**src/rtl/fp_floor_iterative.sv**
```systemverilog
// Multi-cycle IEEE-754 single to signed 32-bit floor converter.
// The significand is shifted one bit per cycle toward the binary point; specials bypass the shifter.
module fp_floor_iterative (
    input  logic        clk,
    input  logic        rst_n,
    input  logic        start,
    input  logic [31:0] in,
    output logic        busy,
    output logic        done,
    output logic [31:0] out,
    output logic        overflow,
    output logic        underflow
);

    typedef enum logic [1:0] {
        IDLE  = 2'd0,
        SHIFT = 2'd1,
        FINAL = 2'd2
    } state_t;

    state_t      state_r;
    logic [31:0] mag_r;
    logic        sticky_r;
    logic [4:0]  cnt_r;
    logic        dir_left_r;
    logic        sign_r;
    logic        special_r;
    logic [31:0] spec_out_r;
    logic        spec_ovf_r;
    logic        spec_unf_r;
    logic        busy_r;
    logic        done_r;
    logic [31:0] out_r;
    logic        ovf_r;
    logic        unf_r;

    logic        sign_s;
    logic [7:0]  exp_s;
    logic [22:0] frac_s;
    logic        special_s;
    logic [31:0] spec_out_s;
    logic        spec_ovf_s;
    logic        spec_unf_s;
    logic [7:0]  diff_s;
    logic [4:0]  cnt_s;
    logic        dir_left_s;
    logic [31:0] rounded_s;
    logic [31:0] normal_out_s;

    assign sign_s = in[31];
    assign exp_s  = in[30:23];
    assign frac_s = in[22:0];

    // Classify the operand and derive the fixed result or the shift plan.
    always_comb begin
        special_s  = 1'b0;
        spec_out_s = 32'h0000_0000;
        spec_ovf_s = 1'b0;
        spec_unf_s = 1'b0;
        diff_s     = 8'd0;
        dir_left_s = 1'b0;
        if (exp_s == 8'd255) begin
            special_s = 1'b1;
            if (frac_s != 23'd0) begin
                spec_out_s = 32'h7FFF_FFFF;
                spec_ovf_s = 1'b1;
            end else if (sign_s) begin
                spec_out_s = 32'h8000_0000;
                spec_unf_s = 1'b1;
            end else begin
                spec_out_s = 32'h7FFF_FFFF;
                spec_ovf_s = 1'b1;
            end
        end else if (exp_s < 8'd127) begin
            // |x| < 1: floor is 0 or -1; negative zero stays 0
            special_s = 1'b1;
            if (sign_s && ((exp_s != 8'd0) || (frac_s != 23'd0))) begin
                spec_out_s = 32'hFFFF_FFFF;
            end else begin
                spec_out_s = 32'h0000_0000;
            end
        end else if (exp_s >= 8'd158) begin
            special_s = 1'b1;
            if (!sign_s) begin
                spec_out_s = 32'h7FFF_FFFF;
                spec_ovf_s = 1'b1;
            end else begin
                spec_out_s = 32'h8000_0000;
                spec_unf_s = (in != 32'hCF00_0000);
            end
        end else if (exp_s > 8'd150) begin
            diff_s     = exp_s - 8'd150;
            dir_left_s = 1'b1;
        end else begin
            diff_s     = 8'd150 - exp_s;
            dir_left_s = 1'b0;
        end
    end

    assign cnt_s        = diff_s[4:0];
    assign rounded_s    = mag_r + {31'd0, sticky_r};
    assign normal_out_s = sign_r ? (32'd0 - rounded_s) : mag_r;

    // Control FSM with datapath and registered outputs.
    always_ff @(posedge clk or negedge rst_n) begin
        if (!rst_n) begin
            state_r    <= IDLE;
            mag_r      <= 32'd0;
            sticky_r   <= 1'b0;
            cnt_r      <= 5'd0;
            dir_left_r <= 1'b0;
            sign_r     <= 1'b0;
            special_r  <= 1'b0;
            spec_out_r <= 32'd0;
            spec_ovf_r <= 1'b0;
            spec_unf_r <= 1'b0;
            busy_r     <= 1'b0;
            done_r     <= 1'b0;
            out_r      <= 32'd0;
            ovf_r      <= 1'b0;
            unf_r      <= 1'b0;
        end else begin
            case (state_r)
                IDLE: begin
                    done_r <= 1'b0;
                    if (start) begin
                        mag_r      <= {8'd0, 1'b1, frac_s};
                        sticky_r   <= 1'b0;
                        cnt_r      <= special_s ? 5'd0 : cnt_s;
                        dir_left_r <= dir_left_s;
                        sign_r     <= sign_s;
                        special_r  <= special_s;
                        spec_out_r <= spec_out_s;
                        spec_ovf_r <= spec_ovf_s;
                        spec_unf_r <= spec_unf_s;
                        busy_r     <= 1'b1;
                        if (special_s || (cnt_s == 5'd0)) begin
                            state_r <= FINAL;
                        end else begin
                            state_r <= SHIFT;
                        end
                    end else begin
                        state_r <= IDLE;
                    end
                end
                SHIFT: begin
                    if (dir_left_r) begin
                        mag_r <= mag_r << 1;
                    end else begin
                        mag_r    <= mag_r >> 1;
                        sticky_r <= sticky_r | mag_r[0];
                    end
                    cnt_r <= cnt_r - 5'd1;
                    if (cnt_r == 5'd1) begin
                        state_r <= FINAL;
                    end else begin
                        state_r <= SHIFT;
                    end
                end
                FINAL: begin
                    if (special_r) begin
                        out_r <= spec_out_r;
                        ovf_r <= spec_ovf_r;
                        unf_r <= spec_unf_r;
                    end else begin
                        out_r <= normal_out_s;
                        ovf_r <= 1'b0;
                        unf_r <= 1'b0;
                    end
                    done_r  <= 1'b1;
                    busy_r  <= 1'b0;
                    state_r <= IDLE;
                end
                default: begin
                    busy_r  <= 1'b0;
                    done_r  <= 1'b0;
                    state_r <= IDLE;
                end
            endcase
        end
    end

    assign busy      = busy_r;
    assign done      = done_r;
    assign out       = out_r;
    assign overflow  = ovf_r;
    assign underflow = unf_r;

    fp_floor_iterative_checker u_checker (
        .clk       (clk),
        .rst_n     (rst_n),
        .busy      (busy_r),
        .done      (done_r),
        .overflow  (ovf_r),
        .underflow (unf_r)
    );

endmodule

// Handshake and flag invariants for fp_floor_iterative.
module fp_floor_iterative_checker (
    input logic clk,
    input logic rst_n,
    input logic busy,
    input logic done,
    input logic overflow,
    input logic underflow
);

    a_done_single : assert property (@(posedge clk) disable iff (!rst_n) done |=> !done);
    a_busy_done   : assert property (@(posedge clk) disable iff (!rst_n) !(busy && done));
    a_flags_excl  : assert property (@(posedge clk) disable iff (!rst_n) !(overflow && underflow));

endmodule

```
**config.mk**
```make
export PLATFORM = sky130hd
export DESIGN_NAME = fp_floor_iterative
export DESIGN_NICKNAME = d
export VERILOG_FILES = /design/src/rtl/fp_floor_iterative.sv
export SDC_FILE = /design/constraint.sdc
export NUM_CORES = 1
export LEC_CHECK = 0
export BUFFER_PORTS_ARGS = -buffer_cell sky130_fd_sc_hd__buf_2
export CORE_AREA = 2 2 140 142
export CTS_BUF_LIST = sky130_fd_sc_hd__clkbuf_8
export CTS_CLUSTER_DIAMETER = 60
export CTS_CLUSTER_SIZE = 10
export DETAILED_ROUTE_END_ITERATION = 12
export DIE_AREA = 0 0 142 144
export PLACE_DENSITY = 0.58
export SKIP_CTS_REPAIR_TIMING = 1
export SLEW_MARGIN = 5
export SYNTH_ARGS = -nofsm -noshare
export SYNTH_HDL_FRONTEND = slang
export SYNTH_SLANG_ARGS = --single-unit
```
**constraint.sdc**
```tcl
create_clock -name clk -period 3.2 [get_ports clk]
set_input_delay 0.32 -clock clk [delete_from_list [all_inputs] [get_ports clk]]
set_output_delay 0.32 -clock clk [all_outputs]
set_load 0.005 [all_outputs]
```
==> reports/summary.md, run 1 <==
• 0 — number of max-slew violations in the final report
• inv_1 > ha_1 > ha_1 > a211o_1 > a311o_1 > o211ai_2 > a31o_2 > nor4_1 > or4b_4 > o31ai_4 > xor2_1 > a221oi_1 — ordered cell list for the critical path
• 0.865 — gpl congestion
• 0.10 ns — Clock Pin Slew Worst Setup and Hold Paths
• 0 ns — accumulated negative setup slack
• 83 — #FFs+latches synth
• 6690 um^2 — placed instance area
• finished, final reports clean — result of the run
• 330 MHz — highest attainable clock frequency
• register — CP endpoint kind
• 5690 — vias
• 3.25 nW — Pleak
• register — startpoint kind of the worst setup timing path
• compound AO/OA/AOI/OAI gates — kind of cell adding the most delay to the critical path
• 9 — number of buffers added by the clock tree synthesis step
• 3730 um^2 — area used by multi-input combinational logic
• mag_r[0] — crit path from
• 7.97 um^2 — Avg Cell Area, Syn
• 0 — initial antenna violation count
• register to register — critical path start-end classification
• 0.603 mV — worst vdd rail ir drop
• 144 um — Die Y
• 0 — warning count from the yosys run
• 5374 — via count of the first global-routing pass
• dfrtp_1 34%, nand2_1 8.7%, ha_1 8.4% — biggest area contributors in the synthesized netlist
• 55 — number of distinct standard cells referenced by the synthesized netlist
• dfrtp_1 — largest area contributor in the synthesized netlist
• done — clock tree from TritonCTS
• 845 — Synthesized Nets
• 0.169 — GRT Total Usage
• 0 — number of enable flip-flop cells after synthesis
• 0.0137 ns — worst-case clock skew
• 19100 um^2 — area inside the core boundary
• 12 — cell count of the worst reg-to-reg path
• 2 — Clock Path Buffers
• 27600 um — wire length of the first global-routing pass
• ha_1 — cell repeated most along the worst path
• 0.948 — Tcrit/Tclk final
• 51 — Std-Cell Rows
• 3.03 ns — shortest period the worst path allows
• 1.02 ns — measured slew at the worst slew-check pin
• primary input to asynchronous set/reset pin — Min-Delay Path Class
• 16800 um — detailed-route wire length
• 12700 um — detailed placement HPWL
• 0 — count of endpoints failing hold in the final timing report
• 323 — number of DRC markers after the initial detailed-route iteration
• 0.339 — proportion of synthesized chip area in sequential cells
• 3 — biggest fanout along the worst timing path
• 5.37 — post-DR vias/cell
• 1.00 — share of flip-flops with an asynchronous set or reset after synthesis
• 0.320 — Max-slew headroom
• 0 — n_diodes
• 2080 um^2 — FF+latch area
• 6890 um^2 — Layout Cell Area excl Fill
• 5 — count of TritonRoute iterations in the first routing pass
• 77 — maximum number of pins on one net before global-route repair
• 142 um — Die Wd
• mag_r[0] — startpoint of the lowest-slack register-to-register path
• 20400 um^2 — Total Die Area
• 1160 nW/um^2 — cell area power density
• 3.49 ns — required time of the critical path
• 0.17 ns — worst reg-to-reg setup slack
• 0.38 ns — source-to-sink clock delay at the later pin of the worst-skew pair
• clkbuf_8 — root buffer cell
• 0.321 — initial core utilization
• nand2_1 — cell with the most instances after synthesis
• 769 — number of cells produced by synthesis
• false — RSZ-0062 raised after global routing
• 2000 — Fill cells
• 0.55 ns — longest individual stage delay on the worst path
• 71 — io pins
• 0.339 — share of Yosys cell area claimed by the top area cell type
• 0 — post-route antenna net violation count
• 1 — Buf/Inv on CP
• 0 — remaining global-route overflow
• 3.33 ns — Data arrival, critical path
• 0 — DRC violations left
• or4b_4 — critical-path cell with the highest stage delay
• 0 — final setup violating endpoints
• 12.5% — Layout area overhead
• 15.9 um — wire length per cell
• 70 — count of buffers inserted at the top-level ports
• 6130 um^2 — cell area after synthesis
• 3 — # H-tree levels
• dfrtp_1 — Top FF cell, synth
• 142 x nand2_1, 83 x dfrtp_1, 65 x o21ai_0, 51 x nor2_1, 44 x a21oi_1 — Synth top cells by count
• 83 — clock sink count
• 893 — NumNets Final
• 0.131 — fraction of final layout cells with drive strength greater than 1
• 0 — MaxCap Viol Count
• 12 — WP depth
cell type report:
| cell class | instances | share of cell area |
|---|---|---|
| clock buffers | 9 | 0.0180 |
| clock inverters | 7 | 0.00853 |
| inverters | 41 | 0.0223 |
| multi-input cells | 600 | 0.542 |
| flip-flops and latches | 83 | 0.302 |
| well taps | 238 | 0.0432 |
| repair buffers | 82 | 0.0643 |
worst register-to-register path, delay by kind of cell (launching register included):
| kind | cells | cell delay, ns |
|---|---|---|
| simple gates | 2 | 0.62 |
| xor+xnor | 1 | 0.09 |
| flops | 1 | 0.37 |
| buf+inv | 1 | 0.06 |
| fa+ha+maj | 2 | 0.41 |
| compound gates | 6 | 1.40 |
metal layers:
layer  vias up  track usage  wire, um
li1       2844            -         -
met1      2660        0.244      8450
met2       170        0.259      7180
met3        16       0.0331       952
met4         0       0.0432       238
met5         -            0         0
cell usage in the layout, fill, tap and decap left out, types with 8 or more instances in the layout:
cell        n
nand2_1   142
dfrtp_1    82
buf_2      69
o21ai_0    65
nor2_1     50
a21oi_1    44
inv_1      41
ha_1       41
a31oi_1    28
nand3_1    25
o211a_1    23
xnor2_1    21
a21o_1     13
buf_4      13
xor2_1     11
mux2i_1    11
nor4_1     10
nand2b_1    9
nor3_1      9
clkbuf_8    9
o21a_1      8
through the flow:
step / total power [mW] / instances / hold slack (ns) / utilization / setup slack, ns
after detailed placement: 7.17 / 1042 / 0.451 / 0.351 / 0.0425
after floorplan: 5.79 / 769 / 0.0244 / - / 0.283
final: 7.97 / 1060 / 0.107 / 0.361 / 0.167
after global placement: 7.13 / 1042 / 0.451 / 0.351 / 0.109
after global routing: 8.76 / 1060 / 0.180 / 0.361 / 0.00341
after CTS: 7.95 / 1058 / 0.121 / 0.360 / 0.0235
cells by family (layout without fill, tap and decap cells):
logic type / Yosys count / in the layout / synth area share
AO/OA/AOI/OAI: 238 / 238 / 0.259
AND/OR/NAND/NOR: 278 / 278 / 0.202
flip-flops: 83 / 83 / 0.339
adder cells (fa/ha/maj): 41 / 41 / 0.0837
buffers and inverters: 86 / 139 / 0.0527
XOR/XNOR: 32 / 32 / 0.0457
multiplexers: 11 / 11 / 0.0180
power breakdown:
part | internal, mW | switching [mW]
combinational | 2.16 | 2.99
clock | 0.297 | 0.456
sequential | 1.52 | 0.544
sequential cells by signal (all words and copies together) (netlist names):
name	flops
done	1
busy	1
spec_ovf_r	1
cnt_r	5
sign_r	1
sticky_r	1
mag_r	32
out	32
underflow	1
overflow	1
spec_unf_r	1
dir_left_r	1
state_r	2
spec_out_r	2
special_r	1
path summary, 6_finish.rpt:
kind,end
worst max-delay path,out[30]
worst min-delay path,mag_r[3]
worst max register to register,out[30]
worst min register to register,overflow
max in group asynchronous,cnt_r[1]
min in group clk,mag_r[0]
Note: power is estimated with default switching activity, not from simulation.
==> run 2: changes to the inputs <==
Settings changed: PLACE_DENSITY 0.58 to default.
==> run 2 against run 1 <==
Net effect: non-clock buffer count down 1; register-to-register slack about the same; clock power up 19%; design area grew 0.84%; first-iteration DRC count grew 9.3%; die area is the same; total power grew 1.6%; clock skew up 0.00080 ns; worst setup slack worse by 0.011 ns; largest power group unchanged; core utilization up 0.30 points; count of clock-buffer cells in the layout up 1; cell count barely moved.
==> reports/summary.md, run 2 (synthesis gave the netlist of run 1 again) <==
• 5372 — via count of the first global-routing pass
• 0 — post-route antenna net violation count
• done — clock tree from TritonCTS
• 353 — number of DRC markers after the initial detailed-route iteration
• 5 — count of TritonRoute iterations in the first routing pass
• 2080 um^2 — FF+latch area
• 0.57 ns — longest individual stage delay on the worst path
• 0 — final setup violating endpoints
• 3.04 ns — shortest period the worst path allows
• 142 x nand2_1, 82 x dfrtp_1, 69 x buf_2 — commonest cells after routing, fill and taps aside
• 13.4% — Layout area overhead
• 70 — count of buffers inserted at the top-level ports
• 1.02 ns — measured slew at the worst slew-check pin
• 83 — clock sink count
• 9 — number of buffers added by the clock tree synthesis step
• 0 — n_diodes
• register — CP endpoint kind
• 0 — remaining global-route overflow
• 0 — MaxCap Viol Count
• inv_1 > ha_1 > ha_1 > a211o_1 > a311o_1 > o211ai_2 > a31o_2 > nor4_1 > or4b_4 > o31ai_4 > xor2_1 > a221oi_1 — ordered cell list for the critical path
• 3.48 ns — required time of the critical path
• primary input to register — Min-Delay Path Class
• 3.32 ns — Data arrival, critical path
• ha_1 — cell repeated most along the worst path
• 0.39 ns — source-to-sink clock delay at the later pin of the worst-skew pair
• clkbuf_8 — root buffer cell
• 5686 — vias
• 84 — maximum number of pins on one net before global-route repair
• met4 — DR top layer
• 142 um — Die Wd
• 3.27 nW — Pleak
• 16900 um — detailed-route wire length
• 71 — io pins
• 838 um — met3 WL
• 8470 um — Met1 Routed Length
• 0 — DRC violations left
• 3740 um^2 — area used by multi-input combinational logic
• 0.318 — Max-slew headroom
• nand2_1 — most common library cell in the layout ignoring fill and taps
• 0.321 — initial core utilization
• 1994 — Fill cells
• 3 — biggest fanout along the worst timing path
• 2 — Clock Path Buffers
• 0.0145 ns — worst-case clock skew
• 0.130 — fraction of final layout cells with drive strength greater than 1
• 7280 um — WL met2
• 0.315 mV — worst vdd rail ir drop
• 1 — initial antenna violation count
• 1170 nW/um^2 — cell area power density
• 144 um — Die Y
• 5.37 — post-DR vias/cell
• 0 — number of max-slew violations in the final report
• finished, final reports clean — result of the run
• 0 — count of endpoints failing hold in the final timing report
• 0.951 — Tcrit/Tclk final
• 20400 um^2 — Total Die Area
• 0.10 ns — Clock Pin Slew Worst Setup and Hold Paths
• 12600 um — detailed placement HPWL
• 0 ns — accumulated negative setup slack
• 15.9 um — wire length per cell
• 51 — Std-Cell Rows
• 0.172 — GRT Total Usage
• 28200 um — wire length of the first global-routing pass
• 6700 um^2 — placed instance area
• 6950 um^2 — Layout Cell Area excl Fill
• 329 MHz — highest attainable clock frequency
• register to register — critical path start-end classification
• or4b_4 — critical-path cell with the highest stage delay
• 892 — NumNets Final
• register — startpoint kind of the worst setup timing path
• 0.852 — gpl congestion
• 19100 um^2 — area inside the core boundary
• 3 — # H-tree levels
[run 2: power by group]
part	internal (mW)	leakage, nW	switching [mW]
Clock	0.463	0.114	0.433
Combinational	2.15	2.14	2.99
Sequential	1.52	1.01	0.543
Total	4.13	3.27	3.97
[run 2: path summary, 6_finish.rpt]
path / start / to / slack, ns / cells past startpoint
max: mag_r[0] / out[30] / 0.16 / 12
min: in[31] / sign_r / 0.19 / 3
max reg2reg: mag_r[0] / out[30] / 0.16 / 12
min reg2reg: overflow / overflow / 0.48 / 2
max in group asynchronous: rst_n / dir_left_r / 2.34 / 3
min in group asynchronous: rst_n / cnt_r[2] / 0.51 / 3
[run 2: worst max-delay path, delay by kind of cell, from the launching register on]
family	cells	cell delay (ns)
AO/OA/AOI/OAI	6	1.39
XOR/XNOR	1	0.09
adder cells (fa/ha/maj)	2	0.41
buffers and inverters	1	0.06
flip-flops	1	0.37
AND/OR/NAND/NOR	2	0.63
[run 2: cell type report]
cell class / count / area share
multi-input cells: 600 / 0.538
flip-flops and latches: 83 / 0.299
repair buffers: 81 / 0.0648
well taps: 238 / 0.0429
inverters: 41 / 0.0222
clock buffers: 10 / 0.0198
clock inverters: 6 / 0.0128
[run 2: stage by stage]
stage / setup slack [ns] / power (mW) / instances / hold WS, ns / utilization
CTS: 0.0503 / 8.08 / 1057 / -0.0243 / 0.363
global route: -0.00482 / 8.91 / 1059 / 0.203 / 0.364
finish: 0.156 / 8.10 / 1059 / 0.187 / 0.364
global placement: 0.116 / 7.10 / 1041 / 0.393 / 0.351
floorplan: 0.283 / 5.79 / 769 / 0.0244 / -
detailed placement: 0.0707 / 7.15 / 1041 / 0.396 / 0.351
[run 2: per-layer routing]
metal,vias to the layer above,track usage
li1,2836,-
met1,2690,0.247
met2,141,0.263
met3,19,0.0278
met4,0,0.0589
met5,-,0
==> run 3: changes to the inputs <==
Settings changed: SETUP_SLACK_MARGIN from default to 0.2.
==> run 3 against run 2 <==
Net effect: design area rose by 1.9%; global-route usage stayed put; sequential power about the same; clock power barely moved; die area unchanged; worst setup slack improved by 0.078 ns; via count increased by 1.0%; core utilization rose by 0.71 points; clock skew barely moved; combinational power is 4.5% higher; critical path depth unchanged; non-clock buffer count is 5 higher.
==> reports/summary.md, run 3 (synthesis gave the netlist of run 1 again) <==
• finished, final reports clean — result of the run
• 4 — count of TritonRoute iterations in the first routing pass
• 142 um — Die Wd
• clkbuf_8 — root buffer cell
• 1064 — non-filler instance count after layout
• 51 — Std-Cell Rows
• true — RSZ-0062 raised after global routing
• 0 — count of endpoints failing hold in the final timing report
• 6700 um^2 — placed instance area
• 0.172 — GRT Total Usage
• 1180 nW/um^2 — cell area power density
• 5744 — vias
• ha_4 — cell repeated most along the worst path
• 12600 um — detailed placement HPWL
• compound AO/OA/AOI/OAI gates — kind of cell adding the most delay to the critical path
• nand2_1 — most common library cell in the layout ignoring fill and taps
• 0.161 — fraction of final layout cells with drive strength greater than 1
• 28200 um — wire length of the first global-routing pass
• 0.55 ns — longest individual stage delay on the worst path
• 3.29 nW — Pleak
• 2.97 ns — shortest period the worst path allows
• 0.486 — switch share
• 897 — NumNets Final
• 1 — initial antenna violation count
• 2 — Clock Path Buffers
• 83 — clock sink count
• 0.10 ns — Clock Pin Slew Worst Setup and Hold Paths
• register to register — critical path start-end classification
• 0.371 — Final Core Density
• 5.40 — post-DR vias/cell
• 337 MHz — highest attainable clock frequency
• 0 — n_diodes
• 5372 — via count of the first global-routing pass
• 1.01 ns — measured slew at the worst slew-check pin
• 17000 um — detailed-route wire length
• 15.6% — Layout area overhead
• 3 — # H-tree levels
• 0.644 — combinational group share of total power
• 0.107 — Clock power frac
• 0.927 — Tcrit/Tclk final
• 0.0146 ns — worst-case clock skew
• 3.20 ns — Data arrival, critical path
• 0.328 mV — worst vdd rail ir drop
• 379 — number of DRC markers after the initial detailed-route iteration
• 20400 um^2 — Total Die Area
• 144 um — Die Y
• 71 — io pins
• inv_2 > ha_4 > ha_4 > a211o_1 > a311o_1 > o211ai_2 > a31o_4 > nor4_2 > or4b_4 > o31ai_4 > xor2_1 > a221oi_2 — ordered cell list for the critical path
• register — startpoint kind of the worst setup timing path
• 0.321 — initial core utilization
• 0.39 ns — source-to-sink clock delay at the later pin of the worst-skew pair
• 0 ns — accumulated negative setup slack
• 7080 um^2 — Layout Cell Area excl Fill
• 0.249 — Flop pwr share
• 4.29 mW — cell internal pwr
• register — CP endpoint kind
• 3.43 ns — required time of the critical path
• 0 — remaining global-route overflow
• 16.0 um — wire length per cell
• 70 — count of buffers inserted at the top-level ports
• 0.852 — gpl congestion
• 0.327 — Max-slew headroom
• 3 — biggest fanout along the worst timing path
• 84 — maximum number of pins on one net before global-route repair
• 142 x nand2_1, 78 x dfrtp_1, 69 x buf_2 — commonest cells after routing, fill and taps aside
• 19100 um^2 — area inside the core boundary
• done — clock tree from TritonCTS
• 0 — post-route antenna net violation count
• 4.05 mW — NetSw
• 0 — MaxCap Viol Count
• 0 — final setup violating endpoints
• primary input to register — Min-Delay Path Class
• 0 — DRC violations left
• 1 — Buf/Inv on CP
• 9 — number of buffers added by the clock tree synthesis step
• 1041 — total placed cells including tap cells
• or4b_4 — critical-path cell with the highest stage delay
• 0 — number of max-slew violations in the final report
## run 3: final timing paths
path / from / endpoint / slack [ns] / cells past startpoint
worst max-delay path: mag_r[0] / out[30] / 0.23 / 12
worst min-delay path: in[31] / sign_r / 0.19 / 3
worst max register to register: mag_r[0] / out[30] / 0.23 / 12
worst min register to register: overflow / overflow / 0.48 / 2
max in group asynchronous: rst_n / mag_r[15] / 2.33 / 3
min in group asynchronous: rst_n / mag_r[5] / 0.51 / 3
## run 3: metal layers
layer	vias to the layer above	GRT usage	part of all wire
met1	2760	0.247	0.50
met3	15	0.0278	0.048
met4	0	0.0589	0.016
met2	124	0.263	0.44
met5	-	0	0
li1	2845	-	-
## run 3: worst reg2reg max path, cell delays in order, from the launching register on
cell and delay, ns:
dfrtp_1 0.38, inv_2 0.06, ha_4 0.17, ha_4 0.15
a211o_1 0.31, a311o_1 0.31, o211ai_2 0.11, a31o_4 0.20
nor4_2 0.04, or4b_4 0.55, o31ai_4 0.24, xor2_1 0.21
a221oi_2 0.08
## run 3: cell type report
type | instances | area (um^2)
clock buffer | 10 | 138
clock inverter | 6 | 88.8
multi-input combinational | 600 | 3830
sequential | 83 | 2080
inverter | 41 | 154
timing repair buffer | 86 | 488
tap | 238 | 298
fill | 1984 | 12000
## run 3: power by group through the flow
stage | sequential, mW | clock [mW] | combinational (mW)
CTS | 2.07 | 0.918 | 5.09
global route | 2.16 | 0.956 | 6.03
floorplan | 1.87 | 0 | 3.92
global placement | 2.08 | 0 | 5.02
detailed placement | 2.09 | 0 | 5.07
finish | 2.07 | 0.896 | 5.37
## run 3: stage by stage
stage	hold slack, ns	power (mW)	setup WS (ns)
finish	0.188	8.34	0.234
global route	0.205	9.15	0.113
CTS	-0.0243	8.08	0.0503
detailed placement	0.396	7.15	0.0707
global placement	0.393	7.10	0.116
floorplan	0.0244	5.79	0.283
